**src/rtl/sig_pipe_ctrl.sv**
```systemverilog
// sig_pipe_ctrl: turns stream valid/ready handshakes into the global stall for the sigma pipelines.
// Define SIG_PIPE_CTRL_PERF_EN to build the backpressure/starvation stall counters.
module sig_pipe_ctrl #(
   parameter int PIXELS_PER_BEAT = 16,
   parameter int IMAGE_DIM       = 512,
   parameter int PIPE_LATENCY    = 4
) (
   input  logic        clk,
   input  logic        aresetn,
   input  logic        start,
   input  logic        s_valid,
   input  logic        s_last,
   output logic        s_ready,
   input  logic        m_ready,
   output logic        m_valid,
   output logic        m_last,
   output logic        stall,
   output logic        flush_sel,
   output logic        busy,
   output logic        done,
   output logic        err,
   output logic [31:0] stall_bp_cnt,
   output logic [31:0] stall_st_cnt
);
   localparam int BEATS = IMAGE_DIM * IMAGE_DIM / PIXELS_PER_BEAT;
   localparam int CW    = $clog2(BEATS);
   localparam int FW    = $clog2(PIPE_LATENCY);
   typedef enum logic [1:0] {IDLE, RUN, FLUSH, DRAIN} state_t;
   state_t                  state, state_nxt;
   logic [PIPE_LATENCY-1:0] vld;
   logic [CW-1:0]           in_cnt, out_cnt;
   logic [FW-1:0]           fl_cnt;
   logic                    taken, out_free, adv, acc, hs, last_in, last_out, last_fl, go, fin;
   always_comb begin
      m_valid   = vld[PIPE_LATENCY-1] & ~taken;
      out_free  = ~vld[PIPE_LATENCY-1] | taken | m_ready;
      adv       = (((state == RUN) & s_valid) | (state == FLUSH)) & out_free;
      stall     = ~adv;
      s_ready   = (state == RUN) & out_free;
      flush_sel = state == FLUSH;
      busy      = state != IDLE;
      acc       = s_valid & s_ready;
      hs        = m_valid & m_ready;
      last_in   = in_cnt == CW'(BEATS - 1);
      last_out  = out_cnt == CW'(BEATS - 1);
      last_fl   = fl_cnt == FW'(PIPE_LATENCY - 2);
      m_last    = m_valid & last_out;
      go        = (state == IDLE) & start;
      fin       = (state == DRAIN) & hs;
      state_nxt = go                                ? RUN   :
                  (state == RUN && acc && last_in)  ? FLUSH :
                  (state == FLUSH && adv && last_fl) ? DRAIN :
                  fin                               ? IDLE  : state;
   end
   // Leaving DRAIN empties the slot array so every frame starts from an all-zero vld.
   always_ff @(posedge clk or negedge aresetn) begin
      if (!aresetn) begin
         state   <= IDLE;
         vld     <= '0;
         taken   <= 1'b0;
         in_cnt  <= '0;
         out_cnt <= '0;
         fl_cnt  <= '0;
         err     <= 1'b0;
         done    <= 1'b0;
      end else begin
         state   <= state_nxt;
         done    <= fin;
         vld     <= fin ? '0 : adv ? {vld[PIPE_LATENCY-2:0], state == RUN} : vld;
         taken   <= !fin && (adv ? 1'b0 : hs ? 1'b1 : taken);
         in_cnt  <= go ? '0 : acc ? (last_in ? '0 : in_cnt + 1'b1) : in_cnt;
         out_cnt <= go ? '0 : hs ? (last_out ? '0 : out_cnt + 1'b1) : out_cnt;
         fl_cnt  <= (state != FLUSH) ? '0 : adv ? fl_cnt + 1'b1 : fl_cnt;
         err     <= go ? 1'b0 : err | (acc & (s_last ^ last_in));
      end
   end
`ifdef SIG_PIPE_CTRL_PERF_EN
   logic [31:0] bp_cnt, st_cnt;
   always_ff @(posedge clk or negedge aresetn) begin
      if (!aresetn) begin
         bp_cnt <= '0;
         st_cnt <= '0;
      end else begin
         bp_cnt <= go ? '0 : (state == RUN && s_valid && !out_free && !(&bp_cnt)) ? bp_cnt + 32'd1 : bp_cnt;
         st_cnt <= go ? '0 : (state == RUN && !s_valid && !(&st_cnt)) ? st_cnt + 32'd1 : st_cnt;
      end
   end
   assign stall_bp_cnt = bp_cnt;
   assign stall_st_cnt = st_cnt;
`else
   assign stall_bp_cnt = '0;
   assign stall_st_cnt = '0;
`endif
endmodule

```
**config.mk**
```make
export PLATFORM = sky130hd
export DESIGN_NAME = sig_pipe_ctrl
export DESIGN_NICKNAME = d
export VERILOG_FILES = /design/src/rtl/sig_pipe_ctrl.sv
export SDC_FILE = /design/constraint.sdc
export NUM_CORES = 1
export LEC_CHECK = 0
export ABC_AREA = 0
export CAP_MARGIN = 20
export CORE_MARGIN = 3
export CORE_UTILIZATION = 52
export CTS_CLUSTER_DIAMETER = 200
export DETAILED_ROUTE_END_ITERATION = 10
export PLACE_DENSITY = 0.9
export SETUP_SLACK_MARGIN = 0.5
export SYNTH_ARGS = -nofsm -noshare
export SYNTH_HDL_FRONTEND = slang
export SYNTH_SLANG_ARGS = --single-unit
```
**constraint.sdc**
```tcl
create_clock -name clk -period 5 [get_ports clk]
set_input_delay 0.75 -clock clk [delete_from_list [all_inputs] [get_ports clk]]
set_output_delay 0.75 -clock clk [all_outputs]
set_load 0.005 [all_outputs]
```
==> impl_metrics.env, run 1 <==
export IMPL_synthAdderAreaFrac_pct=1.369
export IMPL_syn_to_final_growth_pct=-1.004
export IMPL_grt_pass1_vias=1808
export IMPL_tns_ns=0
export IMPL_clockRootBuffer="clkbuf_8"
export IMPL_clk_path_buf_depth=2
export IMPL_h_tree_depth=2
export IMPL_finClkSkew_ns=0.008526
export IMPL_seqPwrFrac_pct=49.6
export IMPL_dr_pass1_iters=5
export IMPL_rsz0062_at_grt="no"
export IMPL_die_y_um=78.63
export IMPL_ant_nets=0
export IMPL_setup_viol=0
export IMPL_io_pins=78
export IMPL_initial_utilization_pct=55.85
export IMPL_drt_iter0_drc=111
export IMPL_grt_pass1_wl_mm=8.397
export IMPL_muxShareOfSynthArea_pct=0.7299
export IMPL_start_kind="primary input"
export IMPL_irDropWorstVdd_uv=226.0
export IMPL_multi_input_area_um2=1434
export IMPL_drive_gt1_share_pct=7.190
export IMPL_endpoint_kind="primary output"
export IMPL_crit_fanout=7
export IMPL_synth_avg_cell_area_um2=9.266
export IMPL_synth_area_um2=2743
export IMPL_synth_xor_area_share_pct=2.235
export IMPL_synthFlopType="dfrtp_1"
export IMPL_period_share_pct=63.64
export IMPL_m1WireLength_mm=2.147
export IMPL_core_um2=4911
export IMPL_criticalPathCategory="primary input to primary output"
export IMPL_worst_hold_slack_ns=0.4961
export IMPL_grt_start_max_net_pins=40
export IMPL_fin_crit_ns=3.182
export IMPL_finalWirelength_mm=5.191
export IMPL_swShare_pct=35.46
export IMPL_synth_seq_cells=39
export IMPL_switchingPower_mw=0.3108
export IMPL_p_leak_nw=1.215
export IMPL_io_buffers=13
export IMPL_grt_antenna_before_repair=0
export IMPL_seq_area_um2=975.9
export IMPL_synthCells=296
export IMPL_yosys_area_share_simple_pct=24.86
export IMPL_fmax_mhz=314.3
export IMPL_synth_compound_area_share_pct=14.32
export IMPL_insertion_delay_ns=0.30
export IMPL_cellPowerDensity_nw_per_um2=322.8
export IMPL_crit_arrival_ns=2.43
export IMPL_synth_edff_count=0
export IMPL_die_area_um2=6182
export IMPL_path_clk_slew_ns=0.07
export IMPL_cts_tree="built"
export IMPL_slew_headroom_pct=27.83
export IMPL_postCtsSetupRepairBufs=0
export IMPL_top_layer_used="met4"
export IMPL_drv_slew=0
export IMPL_layout_common_cells="conb_1 (64), dfrtp_1 (39), nand2_1 (22)"
export IMPL_routedWlPerCell_um=13.92
export IMPL_gp_congestion=0.8306
export IMPL_p_comb_share_pct=26.4
export IMPL_cts_hold_buf=0
export IMPL_drc_errors=0
export IMPL_hold_viol=0
export IMPL_nFillCells=440
export IMPL_dpl_hpwl_mm=3.721
export IMPL_via_per_inst=5.405
export IMPL_rows=25
export IMPL_clock_sinks=39
export IMPL_worst_slew_pin_slew_ns=1.078
export IMPL_num_vias=2016
export IMPL_layout_commonest_cell="conb_1"
export IMPL_p_int_mw=0.5658
export IMPL_dr_wl_met3_um=242
export IMPL_required_ns=4.25
export IMPL_hold_path_class="flip-flop to flip-flop"
export IMPL_grt_ovfl_total=0
export IMPL_cts_repair_resized=0
export IMPL_fp_dieW_um=78.63
export IMPL_ys_warn_count=0
export IMPL_diodes=0
export IMPL_synth_top_family_by_area="simple AND/OR/NAND/NOR gates"
export IMPL_wl_met2_mm=2.714
export IMPL_cts_inserted_buffers=5
export IMPL_ys_types=57
export IMPL_track_usage_pct=16.96
export IMPL_maxCapViolations=0
export IMPL_nets=314
export IMPL_clockPowerShare_pct=24.1
export IMPL_ys_seq_area_share_pct=35.58
export IMPL_status="finished, final reports clean"
export IMPL_ys_async_sr_fraction_pct=100.0
==> through the flow <==
step | cells | power, mW | util, % | setup WS [ns] | instance area [µm²]
6_report | 373 | 0.8766 | 55.29 | 1.818 | 2715
5_1_grt | 373 | 0.9313 | 55.29 | 1.673 | 2715
4_1_cts | 373 | 0.8767 | 55.29 | 1.809 | 2715
3_5_place_dp | 365 | 0.6679 | 53.63 | 1.807 | 2634
3_3_place_gp | 365 | 0.6570 | 53.63 | 1.861 | 2634
2_1_floorplan | 359 | 0.6410 | - | 2.967 | 2979
==> power by group through the flow <==
| stage | Clock [mW] | Combinational (mW) | Sequential, mW |
|---|---|---|---|
| 2_1_floorplan | 0 | 0.219 | 0.422 |
| 3_3_place_gp | 0 | 0.222 | 0.435 |
| 3_5_place_dp | 0 | 0.230 | 0.438 |
| 4_1_cts | 0.214 | 0.230 | 0.433 |
| 5_1_grt | 0.225 | 0.263 | 0.443 |
| 6_report | 0.211 | 0.231 | 0.434 |
==> logic make-up (layout without fill, tap and decap cells) <==
| family | after synthesis | in the layout |
|---|---|---|
| muxes | 2 | 2 |
| other | 1 | 64 |
| buffers and inverters | 78 | 25 |
| adders and majority gates | 3 | 3 |
| DFF | 39 | 39 |
| and+or+nand+nor | 112 | 112 |
| AOI/OAI and AO/OA | 54 | 54 |
| xor gates and xnor gates | 7 | 7 |
==> layout make-up <==
cell class,instances,share of cell area (%)
Multi-Input combinational cell,242,52.81
Clock inverter,1,0.1843
Timing Repair Buffer,13,4.608
Inverter,4,0.5530
Tap cell,67,3.088
Sequential cell,39,35.94
Clock buffer,7,2.811
==> synthesized netlist by cell type, types with 3 or more instances <==
library cell,number,share of area [%]
buf_6,3,1.2
ha_1,3,1.4
nor4_1,6,1.4
a22o_1,5,1.6
xnor2_1,4,1.3
buf_4,64,18
o311ai_0,3,0.96
nand4_1,7,1.6
and4_1,3,0.96
clkbuf_1,3,0.41
nand3_1,16,2.9
a21o_1,3,0.82
nor3b_1,6,1.6
a21oi_1,11,2.0
a311oi_1,3,0.96
xor2_1,3,0.96
o21a_1,5,1.4
o31ai_1,3,0.82
o21ai_0,8,1.5
nand2_1,22,3.0
dfrtp_1,39,36
and3_1,3,0.68
inv_1,4,0.55
nor2_1,14,1.9
nor3_1,9,1.6
or2_2,3,0.68
buf_2,3,0.55
==> worst max-delay path, stage by stage <==
cell	delay, ns
clkdlybuf4s50_1	0.51
nor3b_2	0.44
a21oi_1	0.16
inv_1	0.08
clkdlybuf4s50_1	0.49
==> state kept, by name (all words and copies together), names as in the netlist <==
name and count:
err 1, taken 1, fl_cnt 2, in_cnt 14
out_cnt 14, state 2, done 1, vld 4
==> worst paths after layout <==
path	from	end	slack (ns)	cells after the start
max	m_ready	stall	1.82	5
min	err	err	0.50	2
max reg2reg	state[1]	out_cnt[9]	2.76	4
min reg2reg	err	err	0.50	2
max in group asynchronous	aresetn	err	3.89	1
min in group asynchronous	aresetn	out_cnt[4]	0.56	1
==> metal layers <==
metal | track usage [%] | up-vias
met1 | 20.55 | 992
met5 | 0 | -
met3 | 3.096 | 7
met4 | 7.517 | 0
li1 | - | 965
met2 | 29.20 | 52
Power figures use the tool's default switching activity.
==> run 2: changes to the inputs <==
- CORE_UTILIZATION: 52 -> 44
- PLACE_DENSITY: 0.9 -> 0.82
- clock period: 5 -> 2.7 ns (I/O delays scaled with it)
==> impl_metrics.env, run 2 (synthesis results as in run 1) <==
export IMPL_status="finished, final reports clean"
export IMPL_seq_area_um2=984.7
export IMPL_reg_top3="in_cnt x14, out_cnt x14, vld x4"
export IMPL_endpoint_kind="primary output"
export IMPL_drt_iter0_drc=60
export IMPL_cts_tree="built"
export IMPL_track_usage_pct=14.18
export IMPL_h_tree_depth=2
export IMPL_initial_utilization_pct=45.78
export IMPL_hold_viol=0
export IMPL_gp_congestion=0.8282
export IMPL_maxCapViolations=0
export IMPL_diodes=0
export IMPL_fp_dieW_um=84.95
export IMPL_grt_start_max_net_pins=40
export IMPL_clk_path_buf_depth=2
export IMPL_rsz0062_at_grt="no"
export IMPL_ant_nets=0
export IMPL_finalWirelength_mm=5.127
export IMPL_worst_slew_pin_slew_ns=0.8522
export IMPL_crit_slowest_cell="clkdlybuf4s50_1"
export IMPL_layout_common_cells="conb_1 (64), dfrtp_1 (32), nand2_1 (22)"
export IMPL_grt_pass1_wl_mm=8.314
export IMPL_hold_path_class="primary input to async pin"
export IMPL_irDropWorstVdd_uv=331.9
export IMPL_crit_fanout=3
export IMPL_nFillCells=574
export IMPL_dr_pass1_iters=4
export IMPL_insertion_delay_ns=0.30
export IMPL_required_ns=2.30
export IMPL_clockRootBuffer="clkbuf_8"
export IMPL_clock_sinks=39
export IMPL_crit_chain="clkdlybuf4s50_1 -> nand3b_1 -> a21oi_2 -> inv_1 -> clkdlybuf4s50_1"
export IMPL_p_leak_nw=1.287
export IMPL_dpl_instance_area_um2=2681
export IMPL_multi_input_area_um2=1474
export IMPL_crit_arrival_ns=1.73
export IMPL_dpl_hpwl_mm=3.631
export IMPL_grt_antenna_before_repair=0
export IMPL_fin_cells=390
export IMPL_max_stage_delay_ns=0.50
export IMPL_drive_gt1_share_pct=13.97
export IMPL_crit_path_frequent_cell="clkdlybuf4s50_1"
export IMPL_fmax_mhz=467.6
export IMPL_nets=325
export IMPL_layout_commonest_cell="conb_1"
export IMPL_cts_inserted_buffers=5
export IMPL_tns_ns=0
export IMPL_core_um2=5991
export IMPL_setup_viol=0
export IMPL_io_pins=78
export IMPL_dp_cells=378
export IMPL_via_per_inst=5.213
export IMPL_finClkSkew_ns=0.005296
export IMPL_cts_hold_buf=0
export IMPL_start_kind="primary input"
export IMPL_drv_slew=0
export IMPL_routedWlPerCell_um=13.15
export IMPL_path_clk_slew_ns=0.07
export IMPL_fin_crit_ns=2.139
export IMPL_final_area_um2=2845
export IMPL_fin_ws_ns=0.5613
export IMPL_die_area_um2=7217
export IMPL_dp_slack_ns=0.3787
export IMPL_rows=28
export IMPL_io_buffers=13
export IMPL_die_y_um=84.95
export IMPL_grt_ovfl_total=0
export IMPL_cellPowerDensity_nw_per_um2=586.9
export IMPL_slew_headroom_pct=43.18
export IMPL_syn_to_final_growth_pct=3.741
export IMPL_grt_pass1_vias=1789
export IMPL_period_share_pct=79.21
export IMPL_drc_errors=0
export IMPL_num_vias=2033
export IMPL_criticalPathCategory="primary input to primary output"
-- run 2: metal layers --
metal	routed length (µm)	track usage [%]	up-vias
li1	-	-	988
met1	2180	17.94	985
met2	2640	23.80	53
met3	233	3.204	7
met4	73	4.892	0
met5	0	0	-
-- run 2: worst max-delay path, delay by kind of cell --
family,cells,cell delay (ns)
buffers and inverters,3,1.01
AO/OA/AOI/OAI,1,0.19
AND/OR/NAND/NOR,1,0.13
-- run 2: through the flow --
stage	utilization, %	total power, mW	hold WS, ns
2_1_floorplan	-	1.187	0.1094
3_3_place_gp	44.76	1.236	0.4712
3_5_place_dp	44.76	1.255	0.4737
4_1_cts	47.20	1.666	0.2482
5_1_grt	47.49	1.786	0.2931
6_report	47.49	1.670	0.2077
-- run 2: report_power, final --
| group | internal [mW] | total, mW | switching [mW] | leakage, nW |
|---|---|---|---|---|
| clock network | 0.172 | 0.368 | 0.195 | 0.0371 |
| registers | 0.683 | 0.803 | 0.119 | 0.497 |
| logic | 0.236 | 0.500 | 0.263 | 0.753 |
-- run 2: cell type report --
class,instances,share of cell area (%)
Inverter,4,0.5277
Timing Repair Buffer,24,7.212
Clock buffer,6,2.551
Multi-Input combinational cell,242,51.80
Sequential cell,39,34.61
Tap cell,75,3.298
-- run 2: path summary, 6_finish.rpt --
kind | start | end | slack [ns] | cells after the start
worst min register to register | err | err | 0.48 | 2
worst max register to register | state[1] | out_cnt[9] | 0.80 | 4
worst min-delay path | aresetn | out_cnt[11] | 0.21 | 1
worst max-delay path | s_valid | stall | 0.56 | 5
max in group asynchronous | aresetn | vld[3] | 1.89 | 1
min in group clk | err | err | 0.48 | 2
-- run 2: what timing repair did --
action,CTS,global route
gates resized for setup,16,1
endpoints found under the hold margin,0,0
endpoints found under the setup margin,3,1
pin swaps,2,1
setup buffers,4,2
